$ cat src/rtl/axi_lite_bist_pkg.sv
// axi_lite_bist_pkg: shared types, response codes and pattern generator for the RAM BIST master
package axi_lite_bist_pkg;
    localparam int BIST_DATA_W = 32;
    localparam int BIST_CNT_W  = 16;
    localparam logic [1:0] AXI_RESP_OKAY = 2'b00;
    typedef enum logic [2:0] {IDLE, WR_REQ, WR_RESP, RD_REQ, RD_RESP, FINISH} state_e;
    typedef enum logic [1:0] {MODE_FILL = 2'd0, MODE_CHECK = 2'd1, MODE_FILL_CHECK = 2'd2} mode_e;
    function automatic logic [BIST_DATA_W-1:0] expected_data(
        input logic [BIST_DATA_W-1:0] seed,
        input logic [BIST_CNT_W-1:0]  index,
        input logic                   pattern_sel
    );
        return pattern_sel ? seed + BIST_DATA_W'(index) : seed;
    endfunction
endpackage

$ cat src/rtl/axi_lite_ram_bist.sv
// axi_lite_ram_bist: AXI-Lite master that fills and/or verifies a RAM word range, one transaction at a time
import axi_lite_bist_pkg::*;

module axi_lite_ram_bist #(
    parameter int ADDR_W = 32,
    parameter int DATA_W = BIST_DATA_W,
    parameter int CNT_W  = BIST_CNT_W
) (
    input  logic                aclk,
    input  logic                aresetn,
    input  logic                start,
    input  logic [1:0]          mode,
    input  logic [ADDR_W-1:0]   base_addr,
    input  logic [CNT_W-1:0]    num_words,
    input  logic                pattern_sel,
    input  logic [DATA_W-1:0]   seed,
    output logic                busy,
    output logic                done,
    output logic [CNT_W-1:0]    err_cnt,
    output logic [ADDR_W-1:0]   first_err_addr,
    output logic                resp_err,
    output logic [ADDR_W-1:0]   m_axi_awaddr,
    output logic                m_axi_awvalid,
    input  logic                m_axi_awready,
    output logic [DATA_W-1:0]   m_axi_wdata,
    output logic [DATA_W/8-1:0] m_axi_wstrb,
    output logic                m_axi_wvalid,
    input  logic                m_axi_wready,
    input  logic [1:0]          m_axi_bresp,
    input  logic                m_axi_bvalid,
    output logic                m_axi_bready,
    output logic [ADDR_W-1:0]   m_axi_araddr,
    output logic                m_axi_arvalid,
    input  logic                m_axi_arready,
    input  logic [DATA_W-1:0]   m_axi_rdata,
    input  logic [1:0]          m_axi_rresp,
    input  logic                m_axi_rvalid,
    output logic                m_axi_rready
);
    state_e              state, next_state;
    mode_e               mode_q;
    logic [ADDR_W-1:0]   base_q, cur_addr;
    logic [CNT_W-1:0]    num_q, idx;
    logic                psel_q, aw_done, w_done;
    logic [DATA_W-1:0]   seed_q, exp_data;
    logic                aw_hs, w_hs, wr_sent, last, word_done, wr_err, rd_err, rd_resp_bad;

    assign aw_hs       = m_axi_awvalid && m_axi_awready;
    assign w_hs        = m_axi_wvalid && m_axi_wready;
    assign wr_sent     = (aw_done || aw_hs) && (w_done || w_hs);
    assign last        = idx == num_q - CNT_W'(1);
    assign cur_addr    = base_q + (ADDR_W'(idx) << 2);
    assign exp_data    = expected_data(seed_q, idx, psel_q);
    assign word_done   = (state == WR_RESP && m_axi_bvalid) || (state == RD_RESP && m_axi_rvalid);
    assign rd_resp_bad = state == RD_RESP && m_axi_rvalid && m_axi_rresp != AXI_RESP_OKAY;
    assign wr_err      = state == WR_RESP && m_axi_bvalid && m_axi_bresp != AXI_RESP_OKAY;
    assign rd_err      = rd_resp_bad || (state == RD_RESP && m_axi_rvalid && m_axi_rdata != exp_data);

    assign m_axi_awaddr = cur_addr;
    assign m_axi_araddr = cur_addr;
    assign m_axi_wdata  = exp_data;
    assign m_axi_wstrb  = '1;

    always_ff @(posedge aclk or negedge aresetn) begin
        if (!aresetn) state <= IDLE;
        else          state <= next_state;
    end

    always_comb begin
        next_state = state;
        case (state)
            IDLE:    if (start) next_state = num_words == '0 ? FINISH : mode == 2'd1 ? RD_REQ : WR_REQ;
            WR_REQ:  if (wr_sent) next_state = WR_RESP;
            WR_RESP: if (m_axi_bvalid) next_state = !last ? WR_REQ : mode_q == MODE_FILL_CHECK ? RD_REQ : FINISH;
            RD_REQ:  if (m_axi_arready) next_state = RD_RESP;
            RD_RESP: if (m_axi_rvalid) next_state = last ? FINISH : RD_REQ;
            default: next_state = IDLE;
        endcase
    end

    always_comb begin
        m_axi_awvalid = state == WR_REQ && !aw_done;
        m_axi_wvalid  = state == WR_REQ && !w_done;
        m_axi_bready  = state == WR_RESP;
        m_axi_arvalid = state == RD_REQ;
        m_axi_rready  = state == RD_RESP;
        busy          = state inside {WR_REQ, WR_RESP, RD_REQ, RD_RESP};
        done          = state == FINISH;
    end

    // Run arguments are frozen at start so the caller may change them while busy
    always_ff @(posedge aclk or negedge aresetn) begin
        if (!aresetn) begin
            mode_q         <= MODE_FILL;
            base_q         <= '0;
            num_q          <= '0;
            psel_q         <= 1'b0;
            seed_q         <= '0;
            idx            <= '0;
            aw_done        <= 1'b0;
            w_done         <= 1'b0;
            err_cnt        <= '0;
            first_err_addr <= '0;
            resp_err       <= 1'b0;
        end else begin
            if (state == IDLE && start) begin
                mode_q         <= mode == 2'd0 ? MODE_FILL : mode == 2'd1 ? MODE_CHECK : MODE_FILL_CHECK;
                base_q         <= {base_addr[ADDR_W-1:2], 2'b00};
                num_q          <= num_words;
                psel_q         <= pattern_sel;
                seed_q         <= seed;
                idx            <= '0;
                err_cnt        <= '0;
                first_err_addr <= '0;
                resp_err       <= 1'b0;
            end
            if (state == WR_REQ) begin
                aw_done <= !wr_sent && (aw_done || aw_hs);
                w_done  <= !wr_sent && (w_done || w_hs);
            end
            if (word_done) idx <= last ? '0 : idx + CNT_W'(1);
            if (wr_err || rd_err) begin
                err_cnt <= &err_cnt ? err_cnt : err_cnt + CNT_W'(1);
                if (err_cnt == '0) first_err_addr <= cur_addr;
            end
            if (wr_err || rd_resp_bad) resp_err <= 1'b1;
        end
    end
endmodule

$ cat config.mk
export PLATFORM = sky130hd
export DESIGN_NAME = axi_lite_ram_bist
export DESIGN_NICKNAME = d
export VERILOG_FILES = /design/src/rtl/axi_lite_bist_pkg.sv /design/src/rtl/axi_lite_ram_bist.sv
export SDC_FILE = /design/constraint.sdc
export NUM_CORES = 1
export LEC_CHECK = 0
export CAP_MARGIN = 30
export CORE_MARGIN = 2
export CORE_UTILIZATION = 35
export CTS_CLUSTER_SIZE = 16
export DETAILED_ROUTE_END_ITERATION = 16
export DONT_BUFFER_PORTS = 1
export GPL_ROUTABILITY_DRIVEN = 1
export PLACE_DENSITY = 0.48
export SKIP_LAST_GASP = 1
export SLEW_MARGIN = 5
export SYNTH_ARGS = -nofsm -noshare
export SYNTH_HDL_FRONTEND = slang
export SYNTH_SLANG_ARGS = --single-unit
$ cat constraint.sdc
create_clock -name aclk -period 10.52 [get_ports aclk]
set_input_delay 1.578 -clock aclk [delete_from_list [all_inputs] [get_ports aclk]]
set_output_delay 1.578 -clock aclk [all_outputs]
set_load 0.02 [all_outputs]
==> impl_results.md <==
- Seq pwr share: 32.1%
- Synth unique cells: 91
- WL per Instance: 19.2 um
- Clock power frac: 19.1%
- Syn Inst Count: 1366
- DP HPWL: 24700 um
- Antenna-violating nets left: 0
- CTS tree: done
- Relative slew margins: 31.8%
- # diodes: 0
- Initial antenna violation count: 0
- Worst path depth: 13
- WP buf/inv: 1
- Post-Synth Adder-Cell Area: 4.31%
- PortBufs: 0
- Largest net degree at the start of global routing: 152
- Worst hold-check path type: flop to flop
- Clock buffer depth: 2
- Status: complete, no violations
- Initial Util: 35.8%
- Synth Area in XOR/XNOR: 8.52%
- Total number of yosys warnings: 0
- Hold Buf Count CTS: 0
- CP Launch Type: flop
- Router iterations before antenna repair: 4
- DRC violations left: 0
- Die Y: 184 um
- Critical Path RT: 8.94 ns
- Final core occ: 38.1%
- Row cnt: 65
- Clk sinks: 151
- Floorplan Core Area: 31800 sq um
- Hold Violations, Final: 0
- Initial drt markers: 521
- Internal Pwr Total: 0.00170 W
- Setup TNS: 0 ns
- Vias: 9379
- Final Cycle Share: 57.6%
- Crit end category: output pin
- Synth Flop Type: dfrtp_1
- Clk Latency, worst-skew pair: 0.44 ns
- Die area: 33900 sq um
- Reg2Reg Depth: 14
- Layout area overhead: 6.64%
- Proportion of synthesized area in mux cells: 6.50%
- Synth area leaders: dfrtp_1 (33%), nand2_1 (10%), xnor2_1 (5.6%)
- Setup Buffers After CTS: 0
- Global-route wire length before repair: 52900 um
- Simple-Gate Fraction of Synth Area: 25.6%
- DR vias/cell: 5.30
- Tmin final: 6.06 ns
- Dpl cells: 1723
- Max Slew Vio Count: 0
- Leak: 5.54 nW
- Die X: 184 um
- CP delay by family, top: compound AO/OA/AOI/OAI gates
- Mapped Avg Cell Area: 8.32 sq um
- Seq/Total Area, Yosys: 33.2%
- Fill count: 3291
- H-tree levels: 4
- Final Instance Area: 12100 sq um
- Syn Std Cell Area: 11400 sq um
- Main combinational cell family by area after synthesis: simple AND/OR/NAND/NOR gates
- Max Cap Viol: 0
- Slew @ Worst Pin: 1.02 ns
- Yosys top cell area share: 33.2%
- Clock root buffer: clkbuf_16
- Post-route setup slack: 4.46 ns
- CP peak stage delay: 0.76 ns
- Pwr Density: 272 nW/um^2
- Clock Pin Slew Worst Setup and Hold Paths: 0.06 ns
- Pre-CTS setup slack: 4.70 ns
- Max VDD drop: 0.131 mV
- Routed WL: 34000 um
- Max Fclk: 165 MHz
- Post-cts repair resize count: 0
- # setup viols final: 0
- Boundary pin count: 283
- GP Congestion: 0.885
- RSZ-0062 raised after global routing: no
- Hold Path Depth: 2
- Number of flops mapped to enable cells by yosys: 0
- Post-route clock skew: 0.0136 ns
- Fin cells: 1768
- Synthesis-stage register bit count: 151
- GRT overflow: 0
- Layout cell share with drive strength beyond 1: 8.85%
- Crit Path Class: flop to output pin
- Crit path DAT: 4.48 ns
- Number of global-route vias before repair: 9101
- Top post-synthesis cells by count: nand2_1 (303), dfrtp_1 (151), xnor2_1 (73)
- Switch share: 48.5%
- CTS buffer count: 17
- Largest area contributor in the synthesized netlist: dfrtp_1
- Fin nets: 1485
- Compound-Gate Fraction of Synth Area: 14.9%
- Placed inst area: 11400 sq um
- Total track usage: 20.2%
- Ys async rst share: 100%
- Logic pwr share: 48.8%
- Most numerous cell in the Yosys netlist: nand2_1
- CP most frequent cell: a21oi_1
- Switching pwr: 0.00160 W
- Worst path slowest cell: xor2_1
- Worst Path Max Fanout: 7
- Cell Chain, Critical Path: ha_1 > inv_1 > fa_1 > nor2b_1 > o21ai_0 > a21boi_0 > o211ai_1 > a21oi_1 > o31ai_1 > o2111ai_1 > a21oi_1 > nor3b_1 > xor2_1
-- state kept, by name (all words and copies together) (netlist names) --
signal,count
err_cnt,16
first_err_addr,32
base_q,30
seed_q,32
w_done,1
psel_q,1
mode_q,2
idx,16
resp_err,1
aw_done,1
num_q,16
state,3
-- cell type report --
class                           instances  area (sq um)  area share, %
Clock buffer                           19           453           3.74
Clock inverter                         13           138           1.14
Inverter                               42           158           1.30
Multi-Input combinational cell       1075          6840           56.4
Sequential cell                       151          3780           31.2
Tap cell                              435           544           4.49
Timing Repair Buffer                   33           210           1.73
-- power by group through the flow --
stage	Combinational, W	Sequential, W	Clock, W
floorplan	0.00142	0.000961	0
global placement	0.00154	0.00107	0
detailed placement	0.00158	0.00107	0
CTS	0.00159	0.00106	0.000651
global route	0.00177	0.00110	0.000677
finish	0.00161	0.00106	0.000628
-- worst register-to-register path, cell delays in order (launching register included) --
cell and delay (ns):
dfrtp_1 0.57, ha_1 0.26, inv_1 0.07, fa_1 0.39
nand2b_1 0.17, a21boi_0 0.26, nor3_1 0.07, o31ai_1 0.81
xnor2_1 0.21, nand3_1 0.19, nor4_1 0.55, o2111ai_2 0.24
nor3_4 0.78, or4_4 0.66, mux2_1 0.43
-- cells by family (layout without fill, tap and decap cells) --
logic type,Yosys count,after routing
buffers and inverters,146,107
XOR/XNOR,109,109
flip-flops,151,151
AO/OA/AOI/OAI,254,254
other,2,8
adder cells (fa/ha/maj),38,38
AND/OR/NAND/NOR,607,607
multiplexers,59,59
-- per-layer routing --
metal  vias up  track usage [%]  routed length, um
met2       282             31.5              15200
met1      4451             26.9              15700
met3        32             5.93               2440
li1       4614                -                  -
met4         0             6.21                605
met5         -                0                  0
-- path summary, 6_finish.rpt --
kind / from / endpoint / slack, ns
worst max-delay path: idx[0] / m_axi_araddr[30] / 4.46
worst min-delay path: base_q[5] / base_q[5] / 0.49
worst max register to register: idx[0] / first_err_addr[4] / 4.75
worst min register to register: base_q[5] / base_q[5] / 0.49
max in group asynchronous: aresetn / seed_q[30] / 9.51
min in group asynchronous: aresetn / first_err_addr[21] / 0.83
-- metrics by stage --
stage                     hold slack (ns)  power (W)
after global routing                0.501    0.00355
after CTS                           0.490    0.00330
after floorplan                     0.452    0.00239
final                               0.487    0.00330
after global placement              0.465    0.00261
after detailed placement            0.469    0.00265
-- layout by cell type (no fill, tap or decap), types with 8 or more instances in the layout --
cell       instances
clkbuf_16         17
nand3_1           29
conb_1             8
xor2_1            35
dfrtp_1          151
nor2_1            71
and3_1            32
a211oi_1          14
o21ai_0           69
a21o_1            10
o211ai_1           8
and2_1            35
nand2b_1          27
mux2_2            12
or4_1             10
ha_1              36
mux2_4            26
nor2b_1           10
buf_4             21
inv_1             42
nor3_1            17
nand2_1          302
xnor2_1           73
a21oi_1           62
nor4_1            11
nand4_1           16
mux2i_1           18
No activity file was read; power rests on OpenSTA's default activity.
